File: src/rtl/starship_rom_port_if.sv
// starship_rom_port_if: request/response channel bundle between a requester and the ROM port
interface starship_rom_port_if #(parameter int ADDR_BITS = 11) ();
  logic                 req_valid;
  logic                 req_ready;
  logic [ADDR_BITS+1:0] req_addr;
  logic [1:0]           req_size;
  logic                 resp_valid;
  logic                 resp_ready;
  logic [31:0]          resp_data;
  logic                 resp_last;
  logic                 resp_err;
  modport master (output req_valid, req_addr, req_size, resp_ready,
                  input  req_ready, resp_valid, resp_data, resp_last, resp_err);
  modport slave  (input  req_valid, req_addr, req_size, resp_ready,
                  output req_ready, resp_valid, resp_data, resp_last, resp_err);
endinterface

File: src/rtl/starship_rom_port.sv
// starship_rom_port: credit-gated word/burst reader in front of a synchronous mask ROM with response FIFO
module starship_rom_port #(
  parameter int ADDR_BITS  = 11,
  parameter int FIFO_DEPTH = 4
) (
  input  logic                 clock,
  input  logic                 reset_n,
  starship_rom_port_if.slave   bus,
  output logic                 rom_me,
  output logic                 rom_oe,
  output logic [ADDR_BITS-1:0] rom_address,
  input  logic [31:0]          rom_q
);
  localparam int PW = $clog2(FIFO_DEPTH);
  typedef enum logic {IDLE, ISSUE} state_t;
  state_t state, state_nxt;
  logic [ADDR_BITS-1:0] base;
  logic two, err, idx;
  logic accept, issue, issue_last, req_err;
  logic iss, iss_err, iss_last, cap, cap_err, cap_last;
  logic [PW-1:0] wr_ptr, rd_ptr;
  logic [PW:0] count;
  logic [PW+1:0] pending;
  logic [33:0] mem [FIFO_DEPTH];
  logic [33:0] head;
  logic pop;
  assign bus.req_ready = state == IDLE;
  assign accept = bus.req_valid && bus.req_ready;
  assign req_err = bus.req_size[1] || |bus.req_addr[1:0] || (bus.req_size == 2'd1 && bus.req_addr[2]);
  // beats being issued or captured this cycle still need a FIFO slot
  assign pending = (PW+2)'(count) + (PW+2)'(iss) + (PW+2)'(cap);
  assign issue = state == ISSUE && pending < (PW+2)'(FIFO_DEPTH);
  assign issue_last = !two || idx;
  always_comb begin
    state_nxt = accept ? ISSUE : (issue && issue_last) ? IDLE : state;
  end
  assign pop = bus.resp_valid && bus.resp_ready;
  assign bus.resp_valid = count != '0;
  assign head = bus.resp_valid ? mem[rd_ptr] : '0;
  assign bus.resp_data = head[33:2];
  assign bus.resp_err = head[1];
  assign bus.resp_last = head[0];
  always_ff @(posedge clock or negedge reset_n) begin
    if (!reset_n) begin
      state       <= IDLE;
      base        <= '0;
      two         <= 1'b0;
      err         <= 1'b0;
      idx         <= 1'b0;
      iss         <= 1'b0;
      iss_err     <= 1'b0;
      iss_last    <= 1'b0;
      cap         <= 1'b0;
      cap_err     <= 1'b0;
      cap_last    <= 1'b0;
      rom_me      <= 1'b0;
      rom_oe      <= 1'b0;
      rom_address <= '0;
      wr_ptr      <= '0;
      rd_ptr      <= '0;
      count       <= '0;
    end else begin
      state <= state_nxt;
      if (accept) begin
        base <= bus.req_addr[ADDR_BITS+1:2];
        two  <= bus.req_size == 2'd1 && !req_err;
        err  <= req_err;
        idx  <= 1'b0;
      end else if (issue) idx <= 1'b1;
      iss      <= issue;
      iss_err  <= err;
      iss_last <= issue_last;
      rom_me   <= issue && !err;
      if (issue && !err) rom_address <= base + ADDR_BITS'(idx);
      cap      <= iss;
      cap_err  <= iss_err;
      cap_last <= iss_last;
      rom_oe   <= iss && !iss_err;
      if (cap) wr_ptr <= wr_ptr + PW'(1);
      if (pop) rd_ptr <= rd_ptr + PW'(1);
      count <= count + (PW+1)'(cap) - (PW+1)'(pop);
    end
  end
  always_ff @(posedge clock) begin
    if (cap) mem[wr_ptr] <= {cap_err ? 32'd0 : rom_q, cap_err, cap_last};
  end
endmodule
File: src/flat_wrapper.sv
// flat-port wrapper written by rule: the top's interface ports become plain ports
module starship_rom_port_flat 
#(
  parameter int ADDR_BITS  = 11,
  parameter int FIFO_DEPTH = 4
)
  (clock, reset_n, rom_me, rom_oe, rom_address, rom_q, bus_req_valid, bus_req_addr, bus_req_size, bus_resp_ready, bus_req_ready, bus_resp_valid, bus_resp_data, bus_resp_last, bus_resp_err);
  starship_rom_port_if #(.ADDR_BITS(ADDR_BITS)) bus_i ();
  input  logic clock;
  input  logic reset_n;
  output logic rom_me;
  output logic rom_oe;
  output logic [ADDR_BITS-1:0] rom_address;
  input  logic [31:0] rom_q;
  input wire logic [$bits(bus_i.req_valid)-1:0] bus_req_valid;
  input wire logic [$bits(bus_i.req_addr)-1:0] bus_req_addr;
  input wire logic [$bits(bus_i.req_size)-1:0] bus_req_size;
  input wire logic [$bits(bus_i.resp_ready)-1:0] bus_resp_ready;
  output wire logic [$bits(bus_i.req_ready)-1:0] bus_req_ready;
  output wire logic [$bits(bus_i.resp_valid)-1:0] bus_resp_valid;
  output wire logic [$bits(bus_i.resp_data)-1:0] bus_resp_data;
  output wire logic [$bits(bus_i.resp_last)-1:0] bus_resp_last;
  output wire logic [$bits(bus_i.resp_err)-1:0] bus_resp_err;
  assign bus_i.req_valid = bus_req_valid;
  assign bus_i.req_addr = bus_req_addr;
  assign bus_i.req_size = bus_req_size;
  assign bus_i.resp_ready = bus_resp_ready;
  assign bus_req_ready = bus_i.req_ready;
  assign bus_resp_valid = bus_i.resp_valid;
  assign bus_resp_data = bus_i.resp_data;
  assign bus_resp_last = bus_i.resp_last;
  assign bus_resp_err = bus_i.resp_err;
  starship_rom_port #(.ADDR_BITS(ADDR_BITS), .FIFO_DEPTH(FIFO_DEPTH)) u_core (.clock(clock), .reset_n(reset_n), .bus(bus_i), .rom_me(rom_me), .rom_oe(rom_oe), .rom_address(rom_address), .rom_q(rom_q));
endmodule
File: config.mk
export PLATFORM = sky130hd
export DESIGN_NAME = starship_rom_port_flat
export DESIGN_NICKNAME = d
export VERILOG_FILES = /design/src/rtl/starship_rom_port_if.sv /design/src/rtl/starship_rom_port.sv /design/src/flat_wrapper.sv
export SDC_FILE = /design/constraint.sdc
export NUM_CORES = 1
export LEC_CHECK = 0
export BUFFER_PORTS_ARGS = -buffer_cell sky130_fd_sc_hd__clkbuf_2
export CAP_MARGIN = 10
export CORE_AREA = 5 5 119 121
export CTS_BUF_LIST = sky130_fd_sc_hd__clkbuf_16
export DETAILED_ROUTE_END_ITERATION = 7
export DIE_AREA = 0 0 124 126
export GPL_ROUTABILITY_DRIVEN = 0
export HOLD_SLACK_MARGIN = 0.15
export PLACE_DENSITY = 0.74
export SYNTH_ARGS = -nofsm -noshare
export SYNTH_HDL_FRONTEND = slang
export SYNTH_SLANG_ARGS = --single-unit
File: constraint.sdc
create_clock -name clock -period 2.95 [get_ports clock]
set_input_delay 0.1475 -clock clock [delete_from_list [all_inputs] [get_ports clock]]
set_output_delay 0.1475 -clock clock [all_outputs]
set_load 0.005 [all_outputs]
# Word-level counts from Yosys, hierarchy flattened

Memories as Yosys holds them, arrays and structs flattened.
Index checks and enable logic that the tools add are counted.

Register bits after elaboration: 41
Memory bits (writable): 136
Input port bits: 51
Output and inout port bits: 49
Logic and storage cells: 55
Memories: 1

Add/subtract/negate cells: 7
Magnitude comparators: 1
Equal/unequal tests: 1
Mux-type cells: 8
Bitwise gates (word level): 1
Reduce and logical (&&, ||, !) cells: 19

Memory list:

| name       | words | width | rd ports | clocked after Yosys merged registers in | write ports | RTL line                | RTL |
|---|---|---|---|---|---|---|---|
| u_core.mem | 4     | 34    | 1        | 0                                       | 1           | starship_rom_port.sv:24 | `logic [33:0] mem [FIFO_DEPTH];` |

Operator list:

| kind                                                                          | count |
|---|---|
| 34-bit 2-to-1 mux                                                             | 1 |
| 32-bit 2-to-1 mux                                                             | 1 |
| 11-bit by 1-bit adder with 11-bit output                                      | 1 |
| 1-bit logical AND                                                             | 8 |
| 1-bit 2-to-1 mux                                                              | 6 |
| 2-bit by 1-bit adder with 2-bit output (second input constant)                | 2 |
| 3-bit by 1-bit adder with 4-bit output                                        | 1 |
| 4-bit by 1-bit adder with 4-bit output                                        | 1 |
| 1-bit logical NOT                                                             | 4 |
| 4-bit by 3-bit less-than comparator with 1-bit output (second input constant) | 1 |
| 2-bit nonzero test                                                            | 2 |
| 3-bit by 1-bit adder with 3-bit output                                        | 1 |
| 1-bit logical OR                                                              | 3 |
| 3-bit nonzero test                                                            | 1 |
| 3-bit by 1-bit subtractor with 3-bit output                                   | 1 |
| 2-bit by 1-bit == test with 1-bit output (second input constant)              | 1 |
| 2-bit OR reduction                                                            | 1 |
| 1-bit inverter                                                                | 1 |

# Logic depth before layout (Yosys ltp)

Gate-level depths: netlist (run 1).

Word-level depth: 7
Gate-level depth with buffers: 8
Gate-level depth less buffers: 7

# Worst setup path before layout (run 1)

No wires, ideal clock.

Path kind: register to register
From: register u_core.cap
To: register u_core.rom_address[10]
Library setup time: 0.125 ns
Arrival: 2.075 ns
Required time: 2.825 ns
Path slack: 0.750 ns
Cell stages (with the launch flop): 7
Buffers on the path: 1
Clock period less this slack: 2.200 ns
Path through: dfrtp_1 -> ha_1 -> a21oi_1 -> or4b_4 -> a211oi_4 -> buf_12 -> mux2_4

Word-level cells in the longest chain between the ends: 4

RTL lines:

| what                                                  | RTL line                | RTL |
|---|---|---|
| start, declared                                       | starship_rom_port.sv:20 | `logic iss, iss_err, iss_last, cap, cap_err, cap_last;` |
| start signal, assigned                                | starship_rom_port.sv:75 | `cap <= iss;` |
| 4-bit by 1-bit adder with 4-bit output                | starship_rom_port.sv:31 | `assign pending = (PW+2)'(count) + (PW+2)'(iss) + (PW+2)'(cap);` |
| 4-bit by 3-bit less-than comparator with 1-bit output | starship_rom_port.sv:32 | `assign issue = state == ISSUE && pending < (PW+2)'(FIFO_DEPTH);` |
| 1-bit logical AND                                     | starship_rom_port.sv:32 |  |
| 1-bit logical AND                                     | starship_rom_port.sv:74 | `if (issue && !err) rom_address <= base + ADDR_BITS'(idx);` |
| end signal, assigned                                  | starship_rom_port.sv:74 |  |
| end, declared                                         | starship_rom_port.sv:11 | `output logic [ADDR_BITS-1:0] rom_address,` |

No other way between the ends.
A chain may end at the register's enable or synchronous reset.

# Worst setup path after layout (run 1)

From: register u_core.cap
To: register u_core.rom_address[0]

The elaborated chain is that of the path after synthesis.

==> results.md, run 1 <==
* Worst Path Required at 3.26 ns
* Remaining antenna violation count at 0
* WL per Instance at 17.8 um
* Syn_nets at 455
* Register area at 0.00511 sq mm
* Seq/Total Area, Yosys at 0.710
* Vias in the first global route at 4268
* Critical Path Start Type: register
* LEAKAGE at 0.00345 uW
* Die area at 0.0156 sq mm
* Worst-margin pin slew at 1.00 ns
* Worst min path class: reg2reg
* Fraction of layout instances using a drive strength above 1 at 0.359
* Relative slew slack at 0.331
* Period utilization at 0.794
* Crit path DAT at 2.65 ns
* Initial antenna violation count at 1
* PostCTS Resize Cnt at 0
* Synth area leaders: edfxtp_1, dfrtp_1, mux4_2
* Total GRT Usage at 0.186
* PwrDens at 956 mW/mm^2
* Max cap viols at 0
* Via count at 3907
* Switching share of total power at 0.291
* CP Capture Type: register
* Cells along the critical path: ha_1 -> a21oi_1 -> or4b_4 -> a211oi_4 -> buf_4 -> mux2_1
* CORE AREA at 0.0130 sq mm
* CTS buffer count at 17
* Setup TNS at 0 ns
* DP Cell Count at 662
* Most frequent cells in the layout: edfxtp_1, clkbuf_2, dlygate4sd3_1, dfrtp_1, and2_1
* Post-Syn Area per Cell at 18.3 sq um
* Clk Latency, worst-skew pair at 0.42 ns
* Drt first-iter violations at 205
* Clock Tree Buf Depth at 2
* Clock period minus final worst setup slack at 2.34 ns
* Root buffer cell: clkbuf_16
* Final Max Slew Viols at 0
* Top-area cell type share of the netlist area at 0.567
* Clock Skews at 0.00882 ns
* RSZ-0062 raised after global routing: no
* Async S/R FF share, synth at 0.232
* Std cell rows at 42
* Clock sink count at 177
* Clk pwr share at 0.259
* Die Span X at 124 um
* Worst stage delay on the critical path at 0.53 ns
* Final nets at 618
* FF+latch count, synth at 177
* Largest net degree at the start of global routing at 42
* Mapped cell area at 0.00720 sq mm
* Slowest CP cell: or4b_4
* Final setup violation count at 0
* Residual DRC count at 0
* H-tree Lvls at 4
* Reg2reg setup slack at 0.61 ns
* VDD IR max at 0.000439 V
* Die height at 126 um
* Kind of critical path: reg2reg
* Ys flop type: edfxtp_1
* Synth area leader: edfxtp_1
* Crit Path Max Fanout at 12
* Initial Util at 0.555
* Placed wire-length estimate at 8230 um
* Final Hold Fails at 0
* Power share of the sequential group at 0.439
* Commonest non-fill, non-tap cell in the layout: edfxtp_1
* Fill cells at 833
* Fmax at 427 MHz
* First-pass GRT wire length at 21700 um
* I/O pin count at 100
* Ys Warns at 0
* Router iterations before antenna repair at 4
* Comb power frac at 0.302
* Number of synthesized flops with an enable pin at 136
* Worst Path Buf+Inv at 1
* Vias per cell at 5.24
* Top delay family on crit path: simple AND/OR/NAND/NOR gates
* CTS tree: built
* Cells after Synth at 393
* Buffers on Ports at 99
* Finished Layout Cells at 746
* GR Overflow Total at 0
* P_sw at 2520 uW
* Netlist cell types at 36
* Final wirelength at 13300 um
* Status: complete, no violations
* Cell Int Power at 6130 uW
* Clock transition at the registers of the reported paths at 0.07 ns
* Multi-input gate area at 0.00196 sq mm
* Synth-to-Final Area Change at 25.6%
[flip-flops by register name (all words and copies together), names as in the netlist, 2 cells and up]
register	cells
u_core.base	11
u_core.wr_ptr	2
u_core.count	3
u_core.rd_ptr	2
u_core.mem	136
u_core.rom_address	11
[synth_stat cells, types with 4 or more instances]
cell type	instances
nand2_1	8
mux4_2	34
dfrtp_1	41
buf_2	4
inv_1	11
and2_1	39
xor2_1	7
mux2_4	8
xnor2_1	6
edfxtp_1	136
nor2b_1	34
clkbuf_1	10
mux2_2	11
ha_1	10
[timing repair]
| item | CTS | global route |
|---|---|---|
| setup buffers | 0 | 0 |
| hold buffers | 51 | 0 |
| hold endpoints to repair | 185 | 0 |
[path summary, 6_finish.rpt]
check | start | to | cells after the start
min in group asynchronous | reset_n | u_core.base[9] | 2
worst max-delay path | u_core.cap | u_core.rom_address[0] | 6
worst min register to register | u_core.iss_last | u_core.cap_last | 0
worst max register to register | u_core.cap | u_core.rom_address[0] | 6
max in group asynchronous | reset_n | u_core.rd_ptr[1] | 2
worst min-delay path | u_core.iss_last | u_core.cap_last | 0
[kinds of logic after synthesis]
logic type / share of synthesized area
flip-flops: 0.710
AND/OR/NAND/NOR: 0.0808
multiplexers: 0.145
buffers and inverters: 0.0186
XOR/XNOR: 0.0158
adder cells (fa/ha/maj): 0.0202
AO/OA/AOI/OAI: 0.0103
[worst reg2reg max path: stages (launching register included)]
cell and delay, ns:
dfrtp_1 0.46, ha_1 0.31, a21oi_1 0.07, or4b_4 0.53, a211oi_4 0.25, buf_4 0.26
mux2_1 0.35
[final cells by class]
| type | count | share of cell area |
|---|---|---|
| Clock inverter | 15 | 0.0184 |
| Timing Repair Buffer | 162 | 0.123 |
| Antenna cell | 1 | 0.000277 |
| Inverter | 12 | 0.00498 |
| Clock buffer | 17 | 0.0470 |
| Sequential cell | 177 | 0.565 |
| Tap cell | 176 | 0.0244 |
| Multi-Input combinational cell | 186 | 0.217 |
[layer usage]
metal	track usage	part of all wire	up-vias
met1	0.237	0.41	1964
met5	0	0	-
met3	0.0538	0.063	20
met2	0.301	0.51	123
li1	-	-	1800
met4	0.0786	0.020	0
[power by group through the flow]
stage                     Sequential, uW  Clock, uW  Combinational [uW]
final                               3800       2240                2610
after global routing                3870       2380                2900
after CTS                           3800       2280                2670
after detailed placement            3850          0                2610
after global placement              3820          0                2560
after floorplan                     3610          0                1810
[through the flow]
step	total power, uW	util	setup WS, ns	cell area, sq um	hold WS [ns]
final	8640	0.697	0.607	9040	0.353
after global routing	9160	0.697	0.501	9040	0.364
after CTS	8760	0.696	0.582	9040	0.360
after detailed placement	6460	0.612	0.583	7940	0.337
after global placement	6380	0.612	0.676	7940	0.337
after floorplan	5430	-	0.750	7200	-0.148
Power figures use the tool's default switching activity.
==> run 2, diff against run 1 <==
--- a/config.mk
+++ b/config.mk
@@ -7,13 +7,13 @@
 export LEC_CHECK = 0
 export BUFFER_PORTS_ARGS = -buffer_cell sky130_fd_sc_hd__clkbuf_2
 export CAP_MARGIN = 10
-export CORE_AREA = 5 5 119 121
+export CORE_AREA = 5 5 125 127
 export CTS_BUF_LIST = sky130_fd_sc_hd__clkbuf_16
 export DETAILED_ROUTE_END_ITERATION = 7
-export DIE_AREA = 0 0 124 126
+export DIE_AREA = 0 0 130 132
 export GPL_ROUTABILITY_DRIVEN = 0
 export HOLD_SLACK_MARGIN = 0.15
-export PLACE_DENSITY = 0.74
+export PLACE_DENSITY = 0.7
 export SYNTH_ARGS = -nofsm -noshare
 export SYNTH_HDL_FRONTEND = slang
 export SYNTH_SLANG_ARGS = --single-unit
==> constraint.sdc (replaced) <==
create_clock -name clock -period 1.9 [get_ports clock]
set_input_delay 0.095 -clock clock [delete_from_list [all_inputs] [get_ports clock]]
set_output_delay 0.095 -clock clock [all_outputs]
set_load 0.005 [all_outputs]
==> results.md, run 2 (synthesis gave the netlist of run 1 again) <==
* R2R Path End: u_core.rom_address[8]
* I/O pin count at 100 (unchanged)
* Final Max Slew Viols at 0 (unchanged)
* Clock Tree Buf Depth at 2 (unchanged)
* RSZ-0062 raised after global routing: yes
* Top delay family on crit path: simple AND/OR/NAND/NOR gates
* Final nets at 634 (+2.6%)
* Top layer in use: met4
* CTS buffer count at 17 (unchanged)
* Via count at 3987 (+2.0%)
* Die height at 132 um (+4.8%)
* Max reg flops at 136 (unchanged)
* DP Cell Count at 678 (+2.4%)
* Final wirelength at 14100 um (+6.1%)
* Worst-margin pin slew at 0.923 ns (-0.0797 ns)
* Router iterations before antenna repair at 4 (unchanged)
* Multi-input gate area at 0.00210 sq mm (+7.0%)
* Levels on crit path at 6 (unchanged)
* Relative slew slack at 0.385 (+0.0531)
* M1 WL at 5730 um (+5.3%)
* Comb power frac at 0.389 (+0.087)
* Max cap viols at 0 (unchanged)
* LEAKAGE at 0.00362 uW (+5.1%)
* Final Hold Fails at 0 (unchanged)
* Violated checks: negative setup slack
* CORE AREA at 0.0143 sq mm (+10%)
* Slowest CP cell: or4b_4
* Clock Skews at 0.00970 ns (+0.000883 ns)
* Total GRT Usage at 0.179 (-0.00770)
* Crit path DAT at 2.41 ns (-0.24 ns)
* Cells along the critical path: ha_1 -> a21oi_2 -> or4b_4 -> a211oi_4 -> buf_12 -> mux2_4
* Met3 wire length at 920 um (+10%)
* Clk pwr share at 0.215 (-0.044)
* Area post-placement at 0.00811 sq mm (+2.2%)
* Kind of critical path: reg2reg
* Worst Hold Depth at 0 (unchanged)
* Final Cell Area at 0.00943 sq mm (+4.3%)
* Register-to-Register Path Depth at 6 (unchanged)
* Worst stage delay on the critical path at 0.52 ns (about the same)
* Initial antenna violation count at 1 (unchanged)
* Crit Path Max Fanout at 12 (unchanged)
* Fill cells at 1021 (+23%)
* Die Span X at 130 um (+4.8%)
* WL per Instance at 18.3 um (+2.8%)
* GR Overflow Total at 0 (unchanged)
* Clock sink count at 177 (unchanged)
* Fraction of layout instances using a drive strength above 1 at 0.444 (+0.0859)
* P_sw at 4190 uW (+66%)
* Reg2reg setup slack at -0.20 ns (-0.81 ns)
* Largest net degree at the start of global routing at 37 (-12%)
* Switching share of total power at 0.293 (+0.00205)
* Placed wire-length estimate at 8420 um (+2.3%)
* Cell Int Power at 10100 uW (+65%)
* Worst Path Required at 2.21 ns (-1.05 ns)
* Most frequent cells in the layout: edfxtp_1, clkbuf_2, dlygate4sd3_1, dfrtp_1
* Power, Total at 14300 uW (+65%)
* Drt first-iter violations at 243 (+19%)
* Vias per cell at 5.18 (-1.1%)
* Core Util, Final at 0.659 (-0.0378)
* Clock period minus final worst setup slack at 2.10 ns (-0.239 ns)
* Largest registers: u_core.mem (136), u_core.base (11), u_core.rom_address (11)
* Finished Layout Cells at 770 (+3.2%)
* Critical Path End: u_core.rom_address[8]
* Status: finished, violations left
* Synth-to-Final Area Change at 31.0%
* Met2 WL post-DR at 7320 um (+8.0%)
* Worst min path class: reg2reg
* Period utilization at 1.11 (+0.313)
* Die area at 0.0172 sq mm (+9.8%)
* Critical Path Start Type: register
* Vias in the first global route at 4427 (+3.7%)
* Final setup violation count at 44 (+44)
* Remaining antenna violation count at 0 (unchanged)
* Root buffer cell: clkbuf_16
* Initial Util at 0.503 (-0.0517)
* Residual DRC count at 0 (unchanged)
* Fmax at 475 MHz (+11%)
* Worst Path Buf+Inv at 1 (unchanged)
* Commonest non-fill, non-tap cell in the layout: edfxtp_1
* Reg2reg start: u_core.count[0]
* First-pass GRT wire length at 23100 um (+6.4%)
* Crit path launch: u_core.count[0]
* Buffers on Ports at 99 (unchanged)
* Final worst setup slack at -0.204 ns (-0.811 ns)
* PwrDens at 1510 mW/mm^2 (+58%)
* Std cell rows at 44 (+4.8%)
* CTS tree: built
* Top reg by flops: u_core.mem
* Power share of the sequential group at 0.396 (-0.043)
* VDD IR max at 0.000834 V (+90%)
* Clock transition at the registers of the reported paths at 0.07 ns (about the same)
* CP Capture Type: register
* Register area at 0.00511 sq mm (unchanged)
* H-tree Lvls at 4 (unchanged)
* Clk Latency, worst-skew pair at 0.42 ns (about the same)
run 2: final cells by class:
type	count	area share
repair buffers	178	0.150
clock inverters	15	0.0103
clock buffers	17	0.0451
inverters	12	0.00478
flip-flops and latches	177	0.542
diodes	1	0.000265
multi-input cells	186	0.223
well taps	184	0.0244
run 2: through the flow:
stage               TNS (ns)  hold WS, ns  worst slack, ns
floorplan              -2.81       -0.201           -0.268
global placement       -2.03       0.0409           -0.199
detailed placement     -2.38       0.0415           -0.237
CTS                    -4.72        0.379           -0.214
global route           -7.15        0.395           -0.282
finish                 -3.80        0.380           -0.204
run 2: worst min path at each step:
stage                               start                    end  slack [ns]
after floorplan                   reset_n         u_core.base[0]       -0.20
after global placement            reset_n  u_core.rom_address[4]        0.04
after detailed placement          reset_n  u_core.rom_address[4]        0.04
after CTS                 u_core.iss_last        u_core.cap_last        0.38
after global routing      u_core.iss_last        u_core.cap_last        0.39
final                     u_core.iss_last        u_core.cap_last        0.38
run 2: worst reg2reg max path: stages (launching register included):
cell      delay [ns]
dfrtp_1         0.38
ha_1            0.29
a21oi_2         0.05
or4b_4          0.52
a211oi_4        0.26
buf_12          0.18
mux2_4          0.31
run 2: power by group through the flow:
stage | Clock [uW] | Combinational (uW) | Sequential [uW]
after global placement | 0 | 4490 | 5670
after detailed placement | 0 | 4600 | 5720
after global routing | 3310 | 6070 | 5750
after CTS | 3150 | 5480 | 5650
final | 3070 | 5560 | 5650
after floorplan | 0 | 2870 | 5620
run 2: what timing repair did:
item                                   4_1_cts  5_1_grt
setup endpoints to repair                   47       48
buffers inserted                             4        0
pin swaps                                   22        0
hold buffers                                52        0
endpoints found under the hold margin      185        0
gates resized for setup                     37       15
cloned                                       3        0
run 2: routing by layer:
layer	vias up	track usage
li1	1842	-
met1	2010	0.219
met2	122	0.305
met3	13	0.0555
met4	0	0.0502
met5	-	0
